$ cat src/rtl/alu_pkg.sv
// Shared encodings for the bit-serial ALU controller: ALU op codes and FSM states.
package alu_pkg;

    typedef enum logic [1:0] {
        OP_AND = 2'b00,
        OP_OR  = 2'b01,
        OP_ADD = 2'b10,
        OP_SUB = 2'b11
    } alu_op_e;

    typedef enum logic [1:0] {
        IDLE = 2'b00,
        RUN  = 2'b01,
        DONE = 2'b10
    } alu_state_e;

    // Operation code presented to the one-bit stage for the arithmetic path.
    localparam logic [1:0] STAGE_OP_SUM = 2'd2;

endpackage

$ cat src/rtl/serial_alu_ctrl_one_bit_alu.sv
// One-bit ALU slice: AND / OR / full-add of a and (optionally inverted) b.
module one_bit_ALU (
    input  logic       a_i,
    input  logic       b_i,
    input  logic       carry_i,
    input  logic       binvert_i,
    input  logic [1:0] operation_i,
    output logic       result_o,
    output logic       carry_o
);

    logic b_eff;

    always_comb begin
        b_eff   = b_i ^ binvert_i;
        carry_o = (a_i & b_eff) | (a_i & carry_i) | (b_eff & carry_i);
        unique case (operation_i)
            2'd0:    result_o = a_i & b_eff;
            2'd1:    result_o = a_i | b_eff;
            2'd2:    result_o = a_i ^ b_eff ^ carry_i;
            default: result_o = 1'b0;
        endcase
    end

endmodule

$ cat src/rtl/serial_alu_ctrl.sv
// Bit-serial ALU controller (AND/OR/ADD/SUB), one bit per cycle LSB first.
// Define SERIAL_ALU_OVF_EN to enable the signed-overflow flag; otherwise overflow is tied to 0.
module serial_alu_ctrl
    import alu_pkg::*;
#(
    parameter int WIDTH = 16
) (
    input  logic             clk,
    input  logic             rst,
    input  logic             start,
    input  logic [WIDTH-1:0] a,
    input  logic [WIDTH-1:0] b,
    input  logic [1:0]       op,
    output logic             busy,
    output logic             done,
    output logic [WIDTH-1:0] result,
    output logic             carry_out,
    output logic             zero,
    output logic             overflow
);

    localparam int CNT_W = (WIDTH > 2) ? $clog2(WIDTH) : 1;
    localparam logic [CNT_W-1:0] CNT_LAST = CNT_W'(WIDTH - 1);

    alu_state_e       state_q;
    alu_op_e          op_q;
    logic [WIDTH-1:0] a_sh_q, b_sh_q, res_sh_q, res_d;
    logic [CNT_W-1:0] cnt_q;
    logic             carry_q;
    logic             busy_q, done_q, carry_out_q, zero_q;
    logic [WIDTH-1:0] result_q;
    logic             stage_res, stage_cout, stage_binv;
    logic [1:0]       stage_op;

    always_comb begin
        stage_binv = (op_q == OP_SUB);
        stage_op   = (op_q == OP_SUB) ? STAGE_OP_SUM : logic'(1'b0) ? 2'd0 : 2'(op_q);
        res_d      = {stage_res, res_sh_q[WIDTH-1:1]};
    end

    one_bit_ALU u_stage (
        .a_i         (a_sh_q[0]),
        .b_i         (b_sh_q[0]),
        .carry_i     (carry_q),
        .binvert_i   (stage_binv),
        .operation_i (stage_op),
        .result_o    (stage_res),
        .carry_o     (stage_cout)
    );

`ifdef SERIAL_ALU_OVF_EN
    logic overflow_q;

    // carry_q holds the carry into the MSB during the final bit-cycle.
    always_ff @(posedge clk or posedge rst) begin
        if (rst) begin
            overflow_q <= 1'b0;
        end else if (state_q == RUN && cnt_q == CNT_LAST) begin
            overflow_q <= op_q[1] & (carry_q ^ stage_cout);
        end
    end

    assign overflow = overflow_q;
`else
    assign overflow = 1'b0;
`endif

    always_ff @(posedge clk or posedge rst) begin
        if (rst) begin
            state_q     <= IDLE;
            op_q        <= OP_AND;
            a_sh_q      <= '0;
            b_sh_q      <= '0;
            res_sh_q    <= '0;
            cnt_q       <= '0;
            carry_q     <= 1'b0;
            busy_q      <= 1'b0;
            done_q      <= 1'b0;
            result_q    <= '0;
            carry_out_q <= 1'b0;
            zero_q      <= 1'b1;
        end else begin
            done_q <= 1'b0;
            unique case (state_q)
                IDLE, DONE: begin
                    if (start) begin
                        a_sh_q  <= a;
                        b_sh_q  <= b;
                        op_q    <= alu_op_e'(op);
                        cnt_q   <= '0;
                        carry_q <= (op == OP_SUB);
                        state_q <= RUN;
                        busy_q  <= 1'b1;
                    end else begin
                        state_q <= IDLE;
                        busy_q  <= 1'b0;
                    end
                end
                RUN: begin
                    a_sh_q   <= a_sh_q >> 1;
                    b_sh_q   <= b_sh_q >> 1;
                    res_sh_q <= res_d;
                    carry_q  <= stage_cout;
                    cnt_q    <= cnt_q + CNT_W'(1);
                    if (cnt_q == CNT_LAST) begin
                        state_q     <= DONE;
                        busy_q      <= 1'b0;
                        done_q      <= 1'b1;
                        result_q    <= res_d;
                        carry_out_q <= op_q[1] & stage_cout;
                        zero_q      <= (res_d == '0);
                    end
                end
                default: begin
                    state_q <= IDLE;
                    busy_q  <= 1'b0;
                end
            endcase
        end
    end

    assign busy      = busy_q;
    assign done      = done_q;
    assign result    = result_q;
    assign carry_out = carry_out_q;
    assign zero      = zero_q;

endmodule

$ cat config.mk
export PLATFORM = sky130hd
export DESIGN_NAME = serial_alu_ctrl
export DESIGN_NICKNAME = d
export VERILOG_FILES = /design/src/rtl/alu_pkg.sv /design/src/rtl/serial_alu_ctrl_one_bit_alu.sv /design/src/rtl/serial_alu_ctrl.sv
export SDC_FILE = /design/constraint.sdc
export NUM_CORES = 1
export LEC_CHECK = 0
export CAP_MARGIN = 10
export CORE_ASPECT_RATIO = 1.75
export CORE_MARGIN = 2
export CORE_UTILIZATION = 25
export DETAILED_ROUTE_END_ITERATION = 7
export GPL_TIMING_DRIVEN = 0
export PLACE_DENSITY = 0.56
export SYNTH_ARGS = -nofsm -noshare
export SYNTH_HDL_FRONTEND = slang
export SYNTH_HIERARCHICAL = 1
export SYNTH_SLANG_ARGS = --single-unit
export TNS_END_PERCENT = 20
$ cat constraint.sdc
create_clock -name clk -period 2.9 [get_ports clk]
set_input_delay 0.435 -clock clk [delete_from_list [all_inputs] [get_ports clk]]
set_output_delay 0.435 -clock clk [all_outputs]
set_load 0.005 [all_outputs]
; After elaboration in Yosys (flattened, before gate mapping)
; Index checks and enable logic that the tools add are counted.
[totals]
register_bits = 77
in_bits = 37
output_inout_bits = 21
word_cells = 58
[classes]
add_sub_neg = 1
n_eq_ne = 9
n_mux = 18
bitwise = 10
n_reduce_logical = 8
[op_table]
columns = cell, count
row1 = $pmux W16 S2, 2
row2 = $mux W16, 2
row3 = $logic_not A16 Y1, 1
row4 = $eq A2 B2 Y1 const B, 4
row5 = $pmux W4 S2, 1
row6 = $mux W1, 6
row7 = $reduce_and A2 Y1, 3
row8 = $add A4 B1 Y4 const B, 1
row9 = $and A1 B1 Y1, 4
row10 = $eq A2 B1 Y1 const B, 2
row11 = $eq A4 B4 Y1 const B, 1
row12 = $logic_not A2 Y1, 2
row13 = $mux W2, 2
row14 = $mux W4, 1
row15 = $ne A2 B2 Y1 const B, 2
row16 = $pmux W1 S2, 2
row17 = $pmux W2 S2, 1
row18 = $or A1 B1 Y1, 3
row19 = $pmux W1 S3, 1
row20 = $xor A1 B1 Y1, 3
row21 = $reduce_bool A2 Y1, 1
row22 = $reduce_or A2 Y1, 1

; Longest topological paths before layout
[depth]
depth_word = 6
ltp_mapped = 9
mapped_depth_nobuf = 9

; By module
; The synthesis kept the hierarchy.
[by_module_without_submodules]
columns = mod, instances, cells_per_inst, area_each_um2, seq_area_each_um2
row1 = serial_alu_ctrl, 1, 298, 3220.6, 1903.1
row2 = one_bit_ALU, 1, 9, 83.8, 0.0

; Least setup slack after synthesis
; OpenSTA, ideal clock, no wires.
[synth_path]
kind = register to register
start = register op_q[1]
end = register zero_q (netlist: zero)
setup_time_ns = 0.091
arrival_time_ns = 1.917
required_time_ns = 2.809
slack_ns = 0.892
path_stages_with_launch = 10
n_path_buf = 0
period_less_slack_ns = 2.008
cell_sequence = dfrtp_1 -> and2_1 -> xnor2_1 -> inv_1 -> fa_1 -> mux2i_1 -> o22ai_1 -> nor4_1 -> nand4_1 -> o31ai_1
[synth_between]
elab_chain_len = 6
elab_cells_between_ends = 12
cone_classes = 3 x eq/ne / 2 x mux / 5 x bitwise / 2 x reduce/logical
[synth_lines]
columns = item, line
row1 = "start, declared", serial_alu_ctrl.sv:26  ; alu_op_e op_q;
row2 = "start signal, assigned", serial_alu_ctrl.sv:89  ; op_q <= alu_op_e'(op);
row3 = $eq A2 B2 Y1 (*), serial_alu_ctrl.sv:36  ; stage_binv = (op_q == OP_SUB);
row4 = net stage_binv, serial_alu_ctrl.sv:32  ; logic stage_res, stage_cout, stage_binv;
row5 = $xor A1 B1 Y1, serial_alu_ctrl_one_bit_alu.sv:15  ; b_eff = b_i ^ binvert_i;
row6 = $xor A1 B1 Y1 (2 in series), serial_alu_ctrl_one_bit_alu.sv:20  ; 2'd2: result_o = a_i ^ b_eff ^ carry_i;
row7 = $pmux W1 S3 (*), serial_alu_ctrl_one_bit_alu.sv:17  ; unique case (operation_i)
row8 = net stage_res, serial_alu_ctrl.sv:32
row9 = $logic_not A16 Y1 (*), serial_alu_ctrl.sv:111  ; zero_q <= (res_d == '0);
row10 = "end signal, assigned", serial_alu_ctrl.sv:111
row11 = "end, declared", serial_alu_ctrl.sv:30  ; logic busy_q, done_q, carry_out_q, zero_q;
; Mark *: on every way through the listed nets, which the timed path passes. The rest lies on a longest branch.
; A chain may end at the register's enable or synchronous reset.

; Final worst setup path
; Ends and elaborated chain as after synthesis.

==> run summary <==
SETUP PATH
-------------------------------------------------------------------------------------------
Critical Setup Path Class                                                           reg2reg
Endpoint type of the worst setup path                                             flip-flop
Total buffers and inverters traversed by the critical path                                1
CP Data Required Time                                                               3.13 ns
Critical path startpoint category                                                 flip-flop
CP top delay family                                                            simple AND/OR/NAND/NOR gates
Crit path max-delay cell type                                                          fa_1
WP data arrival                                                                     2.48 ns
Critical Path, Cell by Cell                                                    and2_1, xnor2_1, inv_1, fa_1, mux2i_1, o22ai_1, nor4_1, nand4_1, o31ai_1
Slowest stage delay, CP                                                             0.43 ns
Maximum net fanout on the critical path                                                   5

DIE
-------------------------------------------------------------------------------------------
Die height                                                                           156 um
Row count                                                                                55
Core region area                                                                 12900 um^2
Total die area                                                                   14200 um^2
Die width                                                                           90.9 um
Ports                                                                                    58
Starting density of the core                                                          25.5%

YOSYS
-------------------------------------------------------------------------------------------
Count of unique library cells instantiated by Yosys                                      33
FF+latch count, synth                                                                    76
Number of warnings reported in the yosys synthesis log                                    6
Most common cell in the synthesized netlist                                         nand2_1
EDFF count, synth                                                                         0
Post-synthesis area per instance                                                  10.8 um^2
Net count after synthesis                                                               348
Cell count after synthesis                                                              307
Register area share after synthesis                                                   57.6%
Syn Std Cell Area                                                                 3300 um^2
Share of async-settable or async-resettable flops after synthesis                      100%
Area fraction of the dominant cell type after synthesis                               56.8%
Synth top cells by count                                                       87 x nand2_1, 75 x dfrtp_1, 33 x nand3_1
Cell accounting for the most synthesized area                                       dfrtp_1
Most used flip-flop cell after synthesis                                            dfrtp_1
Most area-consuming cells after synthesis                                      dfrtp_1 57%, nand2_1 9.9%, a22oi_1 6.8%, nand3_1 5.0%, mux2_4 4.1%

GLOBAL ROUTING
-------------------------------------------------------------------------------------------
Met2 track demand over resource                                                       21.3%
Maximum number of pins on one net before global-route repair                             45
GR Util met1                                                                          12.9%
Antenna violations before repair                                                          0
Aggregate global routing overflow                                                         0
Busiest grt layer                                                                      met2
Overall Global Routing Usage                                                          11.7%
Number of global-route vias before repair                                              2512
GR Layer Usage met3                                                                   1.93%
Wire length of the first global-routing pass                                        12.8 mm

CLOCKING
-------------------------------------------------------------------------------------------
Clock tree from TritonCTS                                                              done
CTS-repair resized insts                                                                  0
Cell at the root of the clock tree                                                clkbuf_16
Clock net sink count                                                                     76
Quantity of hold-fixing buffers added after cts                                           0
CTS buffer count                                                                          9
Setup Fix Bufs, Post-CTS                                                                  0
Clock-pin slew on the worst setup and hold paths                                    0.05 ns
Latest clock arrival within the worst-skew pair                                     0.33 ns
Number of levels the H-tree was split into                                                3
Longest Clk Path Bufs                                                                     2

ROUTE
-------------------------------------------------------------------------------------------
Number of design-rule violations left by the first detailed-router iteration             74
Wirelength per Cell                                                                 14.1 um
Number of detailed-routing iterations run before antenna repair                           4
Remaining DRCs                                                                            0
Antenna Nets Post-Route                                                                   0
Via/cell ratio                                                                         4.43
Vias after detailed routing                                                            2443
Detailed-route wire length                                                          7.79 mm

PLACE
-------------------------------------------------------------------------------------------
Gp weighted congestion                                                                0.751
Detailed Place HPWL                                                                 5.69 mm
Number of buffer cells added on primary ports                                            56
Placed cell count                                                                       535

CELLS AND AREA
-------------------------------------------------------------------------------------------
Area of all sequential standard cells                                             1900 um^2
Combined area of the multi-input logic cells                                      1250 um^2
Post-layout net count                                                                   416
Diode count                                                                               0
Area growth from synthesis to layout                                                  35.0%
Number of filler cells placed in the layout                                            1347
Fraction of layout cells with a size suffix above 1                                   16.1%
Final Instance Count excl. Fillers                                                      551

PWR
-------------------------------------------------------------------------------------------
Int Power                                                                           3.20 mW
Power dissipated by switching net loads                                             1.59 mW
Max rail drop VDD                                                                0.000392 V
Clock network power share                                                             27.1%
Power consumption                                                                   4.79 mW
Net switching share of the total power                                                33.2%
Relative contribution of combinational cells to total power                           34.7%
Leakage power of the design                                                         2.10 nW
Reg power frac                                                                        38.2%
P per Cell Area                                                                1070 nW/um^2

STA
-------------------------------------------------------------------------------------------
Final setup skew                                                                 0.00457 ns
Final hold violation count                                                                0
Final Setup Violations                                                                    0
Unrepaired setup endpoints after global routing                                       false
Max-slew violation total from the final report                                            0
Achievable frequency                                                                445 MHz
Final worst-path cycle share                                                          77.6%
Minimum clock period                                                                2.25 ns

WORST HOLD PATH
-------------------------------------------------------------------------------------------
Kind of path behind the tightest hold check                                        in2async

RUN
-------------------------------------------------------------------------------------------
MaxCap Viol Count                                                                         0

RUN STATUS
-------------------------------------------------------------------------------------------
Run status                                                                     finished, final reports clean

-- metal layers --
layer,wire length (um),vias to the layer above
met4,127,0
met5,0,-
li1,-,1188
met3,235,7
met1,3070,1197
met2,4360,51
-- per-stage QoR --
stage               utilization [%]  TNS, ns  hold WS [ns]  setup slack (ns)  area, um^2
floorplan                         -        0         0.452             0.528        3300
global placement               31.5   -54.38         0.472            -0.729        4080
detailed placement             31.8        0         0.473             0.580        4110
CTS                            34.5        0         0.487             0.566        4460
global route                   34.5        0         0.507             0.358        4460
finish                         34.5        0         0.466             0.650        4460
-- flip-flops by register name, summed over array words and instances (netlist names) --
| register | cells |
|---|---|
| cnt_q | 4 |
| b_sh_q | 16 |
| zero | 1 |
| carry_q | 1 |
| a_sh_q | 16 |
| res_sh_q | 15 |
| busy | 1 |
| carry_out | 1 |
| state_q | 2 |
| result | 16 |
| done | 1 |
| op_q | 2 |
-- power groups by stage --
stage / Combinational [mW] / Clock, mW / Sequential (mW)
after floorplan: 1.15 / 0 / 1.77
after global placement: 1.63 / 0 / 1.84
after detailed placement: 1.69 / 0 / 1.86
after CTS: 1.70 / 1.33 / 1.84
after global routing: 1.89 / 1.37 / 1.90
final: 1.66 / 1.30 / 1.83
-- kinds of logic (layout without fill, tap and decap cells) --
group	count (synthesis)	after routing	share of synthesized area (%)
multiplexers	19	19	7.38
buffers and inverters	26	99	4.54
AO/OA/AOI/OAI	41	41	9.20
adder cells (fa/ha/maj)	4	4	1.74
flip-flops	76	76	57.6
other	1	1	0.113
XOR/XNOR	1	1	0.265
AND/OR/NAND/NOR	139	139	19.2
-- final timing paths --
check / startpoint / end / slack [ns] / depth (start not counted)
max: op_q[1]$_DFFE_PP0P_ / zero$_DFFE_PP1P_ / 0.65 / 9
min: rst / result[4]$_DFFE_PP0P_ / 0.47 / 2
max reg2reg: op_q[1]$_DFFE_PP0P_ / zero$_DFFE_PP1P_ / 0.65 / 9
min reg2reg: op_q[0]$_DFFE_PP0P_ / op_q[0]$_DFFE_PP0P_ / 0.49 / 2
max in group asynchronous: rst / b_sh_q[6]$_DFFE_PP0P_ / 1.86 / 3
min in group clk: op_q[0]$_DFFE_PP0P_ / op_q[0]$_DFFE_PP0P_ / 0.49 / 2
-- final cells by class --
class                      instances  share of cell area, %
buffer                            23                   3.11
clock inverter                     4                   2.13
clock buffer                      12                   5.75
sequential                        76                   42.7
tap                              171                   4.80
inverter                           3                  0.309
multi-input combinational        205                   28.1
timing repair buffer              57                   13.2
-- placed cells by master (no fill, tap or decap), types with 2 or more instances in the layout --
master and n:
a22o_1 3, a22oi_1 30, buf_2 17, buf_4 4, bufinv_16 3, clkbuf_1 2
clkbuf_16 9, clkbuf_8 2, clkdlybuf4s50_1 56, dfrtp_1 75, ha_1 3, inv_1 2
mux2_2 7, mux2_4 9, mux2i_1 3, nand2_1 87, nand2b_1 2, nand3_1 33
nand4_1 2, nor2_1 3, nor2b_1 3, nor4_1 4, o21ai_0 3, o31ai_1 2
Note: power is estimated with default switching activity, not from simulation.
